<file path="src/rtl/dmem_pkg.sv">
// dmem_pkg: shared definitions for the data-memory controller.
//   SZ_B / SZ_H / SZ_W : access size encodings (2'b11 is treated as a word)
//   state_t            : controller sequencing states
//   isMisaligned()     : alignment check for a core access
package dmem_pkg;

  localparam logic [1:0] SZ_B = 2'b00;
  localparam logic [1:0] SZ_H = 2'b01;
  localparam logic [1:0] SZ_W = 2'b10;

  typedef enum logic [2:0] {
    IDLE,
    RD_ISSUE,
    RD_DATA,
    RMW_ISSUE,
    RMW_DATA,
    WR,
    DONE
  } state_t;

  // Halves need an even address; words (and the 2'b11 encoding) need the
  // low two bits clear. Bytes are always aligned.
  function automatic logic isMisaligned(input logic [1:0] size, input logic [1:0] lane);
    if (size == SZ_B)
      return 1'b0;
    else if (size == SZ_H)
      return lane[0];
    else
      return (lane != 2'b00);
  endfunction

endpackage

</file>
<file path="src/rtl/dmem_if.sv">
// dmem_if: bundles the core port, the debug/loader port and the memory port
// of the data-memory controller.
//   c_*  : core MEM-stage request/response (byte addressed, any size)
//   d_*  : debug/loader request/response (word only)
//   m_*  : single-ported word-addressed data memory
// Modports: slave = controller view, master = system view (core, debug, memory).
interface dmem_if #(
  parameter int DEPTH = 64
);
  localparam int AW = $clog2(DEPTH);

  logic          c_req;
  logic          c_we;
  logic [1:0]    c_size;
  logic          c_unsigned;
  logic [31:0]   c_addr;
  logic [31:0]   c_wdata;
  logic [31:0]   c_rdata;
  logic          c_done;
  logic          c_misalign;
  logic          c_stall;

  logic          d_req;
  logic          d_we;
  logic [31:0]   d_addr;
  logic [31:0]   d_wdata;
  logic [31:0]   d_rdata;
  logic          d_done;

  logic [AW-1:0] m_addr;
  logic          m_re;
  logic          m_we;
  logic [31:0]   m_wdata;
  logic [31:0]   m_rdata;

  modport slave (
    input  c_req, c_we, c_size, c_unsigned, c_addr, c_wdata,
    output c_rdata, c_done, c_misalign, c_stall,
    input  d_req, d_we, d_addr, d_wdata,
    output d_rdata, d_done,
    output m_addr, m_re, m_we, m_wdata,
    input  m_rdata
  );

  modport master (
    output c_req, c_we, c_size, c_unsigned, c_addr, c_wdata,
    input  c_rdata, c_done, c_misalign, c_stall,
    output d_req, d_we, d_addr, d_wdata,
    input  d_rdata, d_done,
    input  m_addr, m_re, m_we, m_wdata,
    output m_rdata
  );

endinterface

</file>
<file path="src/rtl/dmem_lane.sv">
// dmem_lane: purely combinational byte-lane logic (little-endian).
//   lane_i       : byte address bits [1:0] of the access
//   size_i       : access size (SZ_B / SZ_H / word)
//   uns_i        : zero-extend instead of sign-extend on loads
//   memWord_i    : word read from memory
//   storeData_i  : right-aligned store data
//   loadData_o   : extracted and extended load result
//   mergedWord_o : memWord_i with the store field inserted at its lane
module dmem_lane
  import dmem_pkg::*;
(
  input  logic [1:0]  lane_i,
  input  logic [1:0]  size_i,
  input  logic        uns_i,
  input  logic [31:0] memWord_i,
  input  logic [31:0] storeData_i,
  output logic [31:0] loadData_o,
  output logic [31:0] mergedWord_o
);

  logic [7:0]  byteVal;
  logic [15:0] halfVal;

  // Load path: pick the byte/half at the lane and extend it to 32 bits.
  always_comb begin
    byteVal    = memWord_i[{lane_i, 3'b000} +: 8];
    halfVal    = memWord_i[{lane_i[1], 4'b0000} +: 16];
    loadData_o = memWord_i;
    if (size_i == SZ_B)
      loadData_o = {{24{byteVal[7] & ~uns_i}}, byteVal};
    else if (size_i == SZ_H)
      loadData_o = {{16{halfVal[15] & ~uns_i}}, halfVal};
  end

  // Store path: overwrite only the addressed lane, keep the rest of the word.
  always_comb begin
    mergedWord_o = memWord_i;
    if (size_i == SZ_B)
      mergedWord_o[{lane_i, 3'b000} +: 8] = storeData_i[7:0];
    else if (size_i == SZ_H)
      mergedWord_o[{lane_i[1], 4'b0000} +: 16] = storeData_i[15:0];
    else
      mergedWord_o = storeData_i;
  end

endmodule

</file>
<file path="src/rtl/dmem_ctrl.sv">
// dmem_ctrl: data-memory controller shared by the core and a debug/loader port.
// Round-robin arbitration in IDLE, sub-word load extraction, read-modify-write
// for sub-word stores and rejection of misaligned core accesses.
//   clock : rising-edge clock
//   reset : asynchronous, active-low reset
//   bus   : dmem_if slave modport (core, debug and memory signals)
module dmem_ctrl
  import dmem_pkg::*;
#(
  parameter int DEPTH = 64
) (
  input  logic   clock,
  input  logic   reset,
  dmem_if.slave  bus
);

  localparam int AW = $clog2(DEPTH);

  state_t        state_q;
  logic          lastDbg_q;
  logic          isDbg_q;
  logic          uns_q;
  logic [1:0]    size_q;
  logic [1:0]    lane_q;
  logic [AW-1:0] mAddr_q;
  logic [31:0]   storeData_q;
  logic [31:0]   mWdata_q;
  logic [31:0]   cRdata_q;
  logic [31:0]   dRdata_q;
  logic          cDone_q;
  logic          dDone_q;
  logic          misalign_q;
  logic          mRe_q;
  logic          mWe_q;

  logic          pickCore;
  logic          pickDbg;
  logic          selWe;
  logic          selUns;
  logic          selMis;
  logic [1:0]    selSize;
  logic [31:0]   selAddr;
  logic [31:0]   selWdata;
  logic [31:0]   loadVal;
  logic [31:0]   mergedVal;
  logic          unusedAddrBits;

  // On a tie the port that was not granted last wins.
  always_comb begin
    pickCore = 1'b0;
    pickDbg  = 1'b0;
    if (bus.c_req && bus.d_req) begin
      if (lastDbg_q)
        pickCore = 1'b1;
      else
        pickDbg = 1'b1;
    end else if (bus.c_req) begin
      pickCore = 1'b1;
    end else if (bus.d_req) begin
      pickDbg = 1'b1;
    end
  end

  // Debug accesses are always full words and never misaligned.
  always_comb begin
    selWe    = pickDbg ? bus.d_we    : bus.c_we;
    selSize  = pickDbg ? SZ_W        : bus.c_size;
    selUns   = pickDbg ? 1'b0        : bus.c_unsigned;
    selAddr  = pickDbg ? bus.d_addr  : bus.c_addr;
    selWdata = pickDbg ? bus.d_wdata : bus.c_wdata;
    selMis   = pickCore && isMisaligned(bus.c_size, bus.c_addr[1:0]);
  end

  // Address bits above the memory index wrap around.
  assign unusedAddrBits = ^selAddr[31:AW+2];

  dmem_lane uLane (
    .lane_i       (lane_q),
    .size_i       (size_q),
    .uns_i        (uns_q),
    .memWord_i    (bus.m_rdata),
    .storeData_i  (storeData_q),
    .loadData_o   (loadVal),
    .mergedWord_o (mergedVal)
  );

  // Strobes and done pulses are set on the transition into the state that
  // owns them, so every output is a plain register decoded from state.
  always_ff @(posedge clock or negedge reset) begin
    if (!reset) begin
      state_q     <= IDLE;
      lastDbg_q   <= 1'b1;
      isDbg_q     <= 1'b0;
      uns_q       <= 1'b0;
      size_q      <= SZ_B;
      lane_q      <= 2'b00;
      mAddr_q     <= '0;
      storeData_q <= '0;
      mWdata_q    <= '0;
      cRdata_q    <= '0;
      dRdata_q    <= '0;
      cDone_q     <= 1'b0;
      dDone_q     <= 1'b0;
      misalign_q  <= 1'b0;
      mRe_q       <= 1'b0;
      mWe_q       <= 1'b0;
    end else begin
      cDone_q    <= 1'b0;
      dDone_q    <= 1'b0;
      misalign_q <= 1'b0;
      mRe_q      <= 1'b0;
      mWe_q      <= 1'b0;
      case (state_q)
        IDLE: begin
          if (pickCore || pickDbg) begin
            isDbg_q     <= pickDbg;
            lastDbg_q   <= pickDbg;
            uns_q       <= selUns;
            size_q      <= selSize;
            lane_q      <= selAddr[1:0];
            storeData_q <= selWdata;
            mAddr_q     <= selAddr[AW+1:2];
            if (selMis) begin
              cRdata_q   <= '0;
              cDone_q    <= 1'b1;
              misalign_q <= 1'b1;
              state_q    <= DONE;
            end else if (!selWe) begin
              mRe_q   <= 1'b1;
              state_q <= RD_ISSUE;
            end else if (selSize == SZ_B || selSize == SZ_H) begin
              mRe_q   <= 1'b1;
              state_q <= RMW_ISSUE;
            end else begin
              mWe_q    <= 1'b1;
              mWdata_q <= selWdata;
              state_q  <= WR;
            end
          end
        end
        RD_ISSUE: state_q <= RD_DATA;
        RD_DATA: begin
          if (isDbg_q)
            dRdata_q <= loadVal;
          else
            cRdata_q <= loadVal;
          cDone_q <= ~isDbg_q;
          dDone_q <= isDbg_q;
          state_q <= DONE;
        end
        RMW_ISSUE: state_q <= RMW_DATA;
        RMW_DATA: begin
          mWdata_q <= mergedVal;
          mWe_q    <= 1'b1;
          state_q  <= WR;
        end
        WR: begin
          cDone_q <= ~isDbg_q;
          dDone_q <= isDbg_q;
          state_q <= DONE;
        end
        DONE:    state_q <= IDLE;
        default: state_q <= IDLE;
      endcase
    end
  end

  assign bus.c_rdata    = cRdata_q;
  assign bus.c_done     = cDone_q;
  assign bus.c_misalign = misalign_q;
  assign bus.c_stall    = bus.c_req & ~cDone_q;
  assign bus.d_rdata    = dRdata_q;
  assign bus.d_done     = dDone_q;
  assign bus.m_addr     = mAddr_q;
  assign bus.m_re       = mRe_q;
  assign bus.m_we       = mWe_q;
  assign bus.m_wdata    = mWdata_q;

endmodule
</file>
<file path="src/flat_wrapper.sv">
// flat-port wrapper written by rule: the top's interface ports become plain ports
module dmem_ctrl_flat import dmem_pkg::*;
#(
  parameter int DEPTH = 64
)
  (clock, reset, bus_c_req, bus_c_we, bus_c_size, bus_c_unsigned, bus_c_addr, bus_c_wdata, bus_c_rdata, bus_c_done, bus_c_misalign, bus_c_stall, bus_d_req, bus_d_we, bus_d_addr, bus_d_wdata, bus_d_rdata, bus_d_done, bus_m_addr, bus_m_re, bus_m_we, bus_m_wdata, bus_m_rdata);
  dmem_if #(.DEPTH(DEPTH)) bus_i ();
  input  logic clock;
  input  logic reset;
  input wire logic [$bits(bus_i.c_req)-1:0] bus_c_req;
  input wire logic [$bits(bus_i.c_we)-1:0] bus_c_we;
  input wire logic [$bits(bus_i.c_size)-1:0] bus_c_size;
  input wire logic [$bits(bus_i.c_unsigned)-1:0] bus_c_unsigned;
  input wire logic [$bits(bus_i.c_addr)-1:0] bus_c_addr;
  input wire logic [$bits(bus_i.c_wdata)-1:0] bus_c_wdata;
  output wire logic [$bits(bus_i.c_rdata)-1:0] bus_c_rdata;
  output wire logic [$bits(bus_i.c_done)-1:0] bus_c_done;
  output wire logic [$bits(bus_i.c_misalign)-1:0] bus_c_misalign;
  output wire logic [$bits(bus_i.c_stall)-1:0] bus_c_stall;
  input wire logic [$bits(bus_i.d_req)-1:0] bus_d_req;
  input wire logic [$bits(bus_i.d_we)-1:0] bus_d_we;
  input wire logic [$bits(bus_i.d_addr)-1:0] bus_d_addr;
  input wire logic [$bits(bus_i.d_wdata)-1:0] bus_d_wdata;
  output wire logic [$bits(bus_i.d_rdata)-1:0] bus_d_rdata;
  output wire logic [$bits(bus_i.d_done)-1:0] bus_d_done;
  output wire logic [$bits(bus_i.m_addr)-1:0] bus_m_addr;
  output wire logic [$bits(bus_i.m_re)-1:0] bus_m_re;
  output wire logic [$bits(bus_i.m_we)-1:0] bus_m_we;
  output wire logic [$bits(bus_i.m_wdata)-1:0] bus_m_wdata;
  input wire logic [$bits(bus_i.m_rdata)-1:0] bus_m_rdata;
  assign bus_i.c_req = bus_c_req;
  assign bus_i.c_we = bus_c_we;
  assign bus_i.c_size = bus_c_size;
  assign bus_i.c_unsigned = bus_c_unsigned;
  assign bus_i.c_addr = bus_c_addr;
  assign bus_i.c_wdata = bus_c_wdata;
  assign bus_c_rdata = bus_i.c_rdata;
  assign bus_c_done = bus_i.c_done;
  assign bus_c_misalign = bus_i.c_misalign;
  assign bus_c_stall = bus_i.c_stall;
  assign bus_i.d_req = bus_d_req;
  assign bus_i.d_we = bus_d_we;
  assign bus_i.d_addr = bus_d_addr;
  assign bus_i.d_wdata = bus_d_wdata;
  assign bus_d_rdata = bus_i.d_rdata;
  assign bus_d_done = bus_i.d_done;
  assign bus_m_addr = bus_i.m_addr;
  assign bus_m_re = bus_i.m_re;
  assign bus_m_we = bus_i.m_we;
  assign bus_m_wdata = bus_i.m_wdata;
  assign bus_i.m_rdata = bus_m_rdata;
  dmem_ctrl #(.DEPTH(DEPTH)) u_core (.clock(clock), .reset(reset), .bus(bus_i));
endmodule
</file>
<file path="config.mk">
export PLATFORM = sky130hd
export DESIGN_NAME = dmem_ctrl_flat
export DESIGN_NICKNAME = d
export VERILOG_FILES = /design/src/rtl/dmem_pkg.sv /design/src/rtl/dmem_if.sv /design/src/rtl/dmem_lane.sv /design/src/rtl/dmem_ctrl.sv /design/src/flat_wrapper.sv
export SDC_FILE = /design/constraint.sdc
export NUM_CORES = 1
export LEC_CHECK = 0
export ABC_CLOCK_PERIOD_IN_PS = 2800
export CAP_MARGIN = 20
export CELL_PAD_IN_SITES_DETAIL_PLACEMENT = 0
export CELL_PAD_IN_SITES_GLOBAL_PLACEMENT = 1
export CORE_MARGIN = 1.5
export CORE_UTILIZATION = 35
export CTS_CLUSTER_DIAMETER = 30
export DETAILED_ROUTE_END_ITERATION = 7
export MAX_ROUTING_LAYER = met4
export PLACE_DENSITY = 0.86
export SKIP_CTS_REPAIR_TIMING = 1
export SLEW_MARGIN = 40
export SYNTH_ARGS = -nofsm -noshare
export SYNTH_HDL_FRONTEND = slang
export SYNTH_SLANG_ARGS = --single-unit
</file>
<file path="constraint.sdc">
create_clock -name clock -period 2.8 [get_ports clock]
set_clock_uncertainty 0.1 [all_clocks]
set_input_delay 0.56 -clock clock [delete_from_list [all_inputs] [get_ports clock]]
set_output_delay 0.56 -clock clock [all_outputs]
set_load 0.02 [all_outputs]
</file>
# Word level (Yosys, flattened, before mapping)
# Index checks and enable logic that the tools add are counted.
# Widths: inputs -> output; s select.
op_classes:
  n_addsub: 2
  multipliers: 0
  n_div: 0
  magnitude_cmp: 0
  n_eq_ne: 14
  n_shift: 6
  n_mux: 49
  n_bitwise: 6
  reduce_logical: 16
ops:
  columns: ["operator", "n"]
  rows:
  - ["$mux 32", 12]
  - ["$pmux 32 s2", 2]
  - ["$bwmux 32", 2]
  - ["$shift 16x7->32 const A", 1]
  - ["$shift 8x7->32 const A", 1]
  - ["$shiftx 16x7->32", 1]
  - ["$shiftx 32x6->16", 1]
  - ["$shiftx 32x6->8", 1]
  - ["$shiftx 8x7->32", 1]
  - ["$mux 1", 24]
  - ["$pmux 3 s5", 1]
  - ["$neg 5->7", 2]
  - ["$mux 3", 4]
  - ["$mux 8", 1]
  - ["$eq 2x1->1 const B", 3]
  - ["$eq 3x2->1 const B", 2]
  - ["$eq 3x3->1 const B", 2]
  - ["$logic_not 2->1", 3]
  - ["$ne 2x1->1 const B", 3]
  - ["$ne 2x2->1 const B", 3]
  - ["$reduce_bool 2->1", 3]
  - ["$reduce_and 5->1", 1]
  - ["$pmux 1 s2", 2]
  - ["$reduce_and 2->1", 2]
  - ["9 further kinds", 15]
word_totals:
  register_bits: 149
  latchBits: 0
  ram_bits: 0
  rom_bits: 0
  out_inout_bits: 108
  elab_cells: 109
  n_memories: 0

# Logic depth before layout (Yosys ltp)
logic_depth:
  ltp_word: 11
  mapped_depth: 9
  ltp_nobuf: 7

# Cells and area by module
# From an unflattened synthesis, not the netlist that was laid out.
unflattened:
  cells_unflattened: 881
  hier_area_um2: 8314.2
modules_own_cells:
  columns: ["mod", "instances", "cells_per_inst", "area_each_um2", "seq_area_each_um2"]
  rows:
  - ["dmem_ctrl", 1, 638, 6512.5, 3729.8]
  - ["dmem_lane", 1, 243, 1801.7, 0.0]

# Worst setup path before layout
# OpenSTA, ideal clock, no wires.
synth_path:
  path_type: "register to register"
  startpoint: "register u_core.lane_q[1]"
  endpoint: "register u_core.mWdata_q[18] (netlist: u_core.bus.m_wdata[18])"
  t_arrival_ps: 2259
  required_time_ps: 2636
  setup_slack_ps: 376
  stages_incl_launch_ff: 10
  n_path_buf: 2
  synth_period_minus_slack_ps: 2424
  path_cell_list: "dfrtp_1 > buf_2 > buf_2 > inv_1 > ha_1 > or2_2 > nor3_2 > a221oi_1 > a221oi_1 > a21o_1"
synth_between:
  elab_chain_len: 6
  word_cells_on_any_way: 11
synth_lines:
  columns: ["item", "line", "source"]
  rows:
  - ["from (decl)", "dmem_ctrl.sv:24", "logic [1:0] lane_q;"]
  - ["from (signal assigned)", "dmem_ctrl.sv:120", "lane_q <= selAddr[1:0];"]
  - ["$neg 5->7", "dmem_lane.sv:41", "mergedWord_o[{lane_i[1], 4'b0000} +: 16] = storeData_i[15:0];"]
  - ["$shiftx 16x7->32 / $shift 16x7->32 (equally long branches)", "dmem_lane.sv:41", null]
  - ["$bwmux 32", "dmem_lane.sv:41", null]
  - ["$mux 32", "dmem_lane.sv:40", "else if (size_i == SZ_H)"]
  - ["$mux 32 (*)", "dmem_lane.sv:38", "if (size_i == SZ_B)"]
  - ["$pmux 32 s2 (*)", "dmem_ctrl.sv:113", "case (state_q)"]
  - ["to (signal assigned)", "dmem_ctrl.sv:136", "mWdata_q <= selWdata;"]
  - ["to (signal assigned)", "dmem_ctrl.sv:153", "mWdata_q <= mergedVal;"]
  - ["to (decl)", "dmem_ctrl.sv:27", "logic [31:0] mWdata_q;"]
# Every way passes the cells marked *; elsewhere a longest branch is shown, timed or not.
# A chain may end at the register's enable or synchronous reset.

# Final worst setup path
# Same ends and word-level chain as after synthesis.

==> run summary <==
Final instance area = 11,200 um^2
First-pass GRT wire length = 40,300 um
R2R Path End = u_core.bus.m_wdata[18]
Max FO, Critical Path = 11
Final Hold Fails = 0
Vias in the first global route = 6,886
Fin util = 0.513
Worst EP required = 3070 ps
GR Util All Layers = 0.232
Number of I/O pins = 277
Final setup TNS = 0 ps
Core Area = 21,800 um^2
Mapped Area = 7790 um^2
Critical path arrival = 2870 ps
Number of synthesized flops with an enable pin = 0
Avg Cell Area, Syn = 10.9 um^2
Int Power = 8.21 mW
Grt ovf = 0
Comb power frac = 0.526
Global route hottest layer = met2
Fillers = 1,986
Crit-path most repeated cell = a221oi_1
Num CTS Buffers = 17
Layout cells sized above 1 = 0.141
Remaining antenna violation count after routing = 0
Seq cells post-synth = 149
Seq pwr share = 0.292
Initial antenna violation count = 1
Kind of critical path = reg -> reg
Crit path buf inv count = 1
CP peak stage delay = 630 ps
Hold slack final = 19.6 ps
Fmax = 0.385 GHz
Async set-reset flop share out of synthesis = 1.00
Die Height = 152 um
H-tree levels = 4
Post-synth top area share = 0.475
WL/cell = 20.9 um
Pre-antenna DRT Iters = 5
Largest net degree at the start of global routing = 89
CTS tree = built
Yosys warns = 0
Sw frac = 0.409
Top delay family on crit path = compound AO/OA/AOI/OAI gates
Met2 usage = 0.339
Top-count cell post-synth = dfrtp_1
Synth area leaders = dfrtp_1, mux2i_1, a22o_1, mux2_2, a221oi_1
Peak VDD IR = 577 uV
Clock network power share = 0.182
Outcome = finished, final reports clean
Initial DRC Count = 602
Die extent in x = 152 um
Clk sinks = 149
Met3 Usage GRT = 0.0572
Top post-synthesis cells by count = dfrtp_1, mux2i_1, a21oi_1, nor2_1, a22o_1
Psw = 5.69 mW
Leakage = 4.75 nW
Post-synth top area cell = dfrtp_1
Crit-path slowest cell = dfrtp_1
Power per cell area = 1240 nW/um^2
Initial Utilization = 0.357
DIE AREA = 23,200 um^2
Worst-skew pair later-pin latency = 430 ps
Seq/Total Area, Yosys = 0.479
DRC Markers = 0
Clk root buf = clkbuf_16
Critical path endpoint category = flip-flop
Slew headroom = 0.517
Crit share post-route = 0.929
IO Port Bufs = 228
Worst hold path class = in -> async
Gpl congestion = 0.942
Placement Cell Area = 10,500 um^2
Main synth FF type = dfrtp_1
Via count = 6,981
Hpwl dp = 19,500 um
CTS clk-pin slew, worst paths = 60 ps
Unrepaired setup endpoints after global routing = no
Final setup viols = 0
Netlist cell types = 50
Row Count = 54
Worst-Margin Slew = 723 ps
Vias/cell = 5.64
Met1 usage = 0.308
Synthesized Nets = 886
Max-cap viol count = 0
Final number of max-transition violations = 0
R2r setup slk = 200 ps
Period minus WS final = 2600 ps
Area Overhead vs Synth = 43.7%
Reg-to-Reg Start = u_core.lane_q[1]
Syn Inst Count = 712
Worst Reg-to-Reg Cells = 7
Critical path launch point type = flip-flop
Cells along the critical path = inv_1 -> ha_1 -> or2_2 -> nor3_2 -> a221oi_1 -> a221oi_1 -> a21o_1
Total Nets Final = 1,118
Final WL = 25,900 um
Clock buffer depth = 2
area by class of cell:
class                      instances  area (um^2)  area share
clock buffer                      20          467      0.0417
inverter                          14         52.6     0.00469
timing repair buffer             272         2660       0.238
tap                              280          350      0.0313
antenna                            1         2.50    0.000224
sequential                       149         3730       0.333
multi-input combinational        490         3740       0.334
clock inverter                    12          189      0.0169
worst max-delay path by stage:
stage,startpoint,endpoint,slack (ps),cells after the start
floorplan,u_core.lane_q[1],u_core.bus.m_wdata[18],380,9
global route,u_core.lane_q[1],u_core.bus.m_wdata[18],40,7
detailed placement,bus_d_req,u_core.bus.m_wdata[15],30,6
CTS,bus_c_req,bus_c_stall,190,3
finish,u_core.lane_q[1],u_core.bus.m_wdata[18],200,7
global placement,bus_m_rdata[31],u_core.bus.d_rdata[22],40,6
cells by family (layout without fill, tap and decap cells):
family,Yosys count,count (layout),synth area share
multiplexers,109,109,0.158
buffers and inverters,73,318,0.0440
adder cells (fa/ha/maj),5,5,0.00803
AO/OA/AOI/OAI,249,249,0.233
flip-flops,149,149,0.479
other,0,1,0
AND/OR/NAND/NOR,127,127,0.0782
metrics by stage:
step           std cells  power [mW]  setup slack [ps]
6_report            1238        13.9               200
5_1_grt             1238        14.7              37.4
4_1_cts             1237        13.9               194
3_5_place_dp        1205        11.4              26.1
3_3_place_gp        1205        11.2              38.5
2_1_floorplan        712        8.38               376
sequential cells by signal, summed over array words and instances, names as in the netlist, 2 cells and up:
register and count:
u_core.size_q 2, u_core.bus.c_rdata 32, u_core.storeData_q 32, u_core.bus.m_wdata 32, u_core.bus.d_rdata 32, u_core.lane_q 2, u_core.state_q 3, u_core.bus.m_addr 6
layout by cell type (no fill, tap or decap), types with 20 or more instances in the layout:
cell type,Yosys,layout
nor2_1,56,55
nand2_1,27,27
mux2_2,37,37
dfrtp_1,148,148
mux2i_1,59,59
a22o_1,48,48
a221oi_1,41,41
clkdlybuf4s50_1,0,227
buf_4,4,40
a21oi_1,56,56
a21o_1,20,20
metal layers:
| metal | vias to the layer above | part of all wire |
|---|---|---|
| met5 | - | 0 |
| met4 | 0 | 0.033 |
| met3 | 54 | 0.095 |
| met2 | 365 | 0.45 |
| met1 | 3390 | 0.42 |
| li1 | 3172 | - |
worst register-to-register path, delay by kind of cell (launching register included):
family | cells | cell delay [ps]
buffers and inverters | 1 | 170
AND/OR/NAND/NOR | 2 | 680
AO/OA/AOI/OAI | 3 | 720
adder cells (fa/ha/maj) | 1 | 250
flip-flops | 1 | 630
power groups by stage:
stage | registers, mW | clock network (mW) | logic (mW)
floorplan | 4.70 | 0 | 3.68
global placement | 4.04 | 0 | 7.17
CTS | 4.04 | 2.56 | 7.32
global route | 4.19 | 2.66 | 7.84
finish | 4.06 | 2.54 | 7.31
detailed placement | 4.07 | 0 | 7.30
Power figures use the tool's default switching activity.
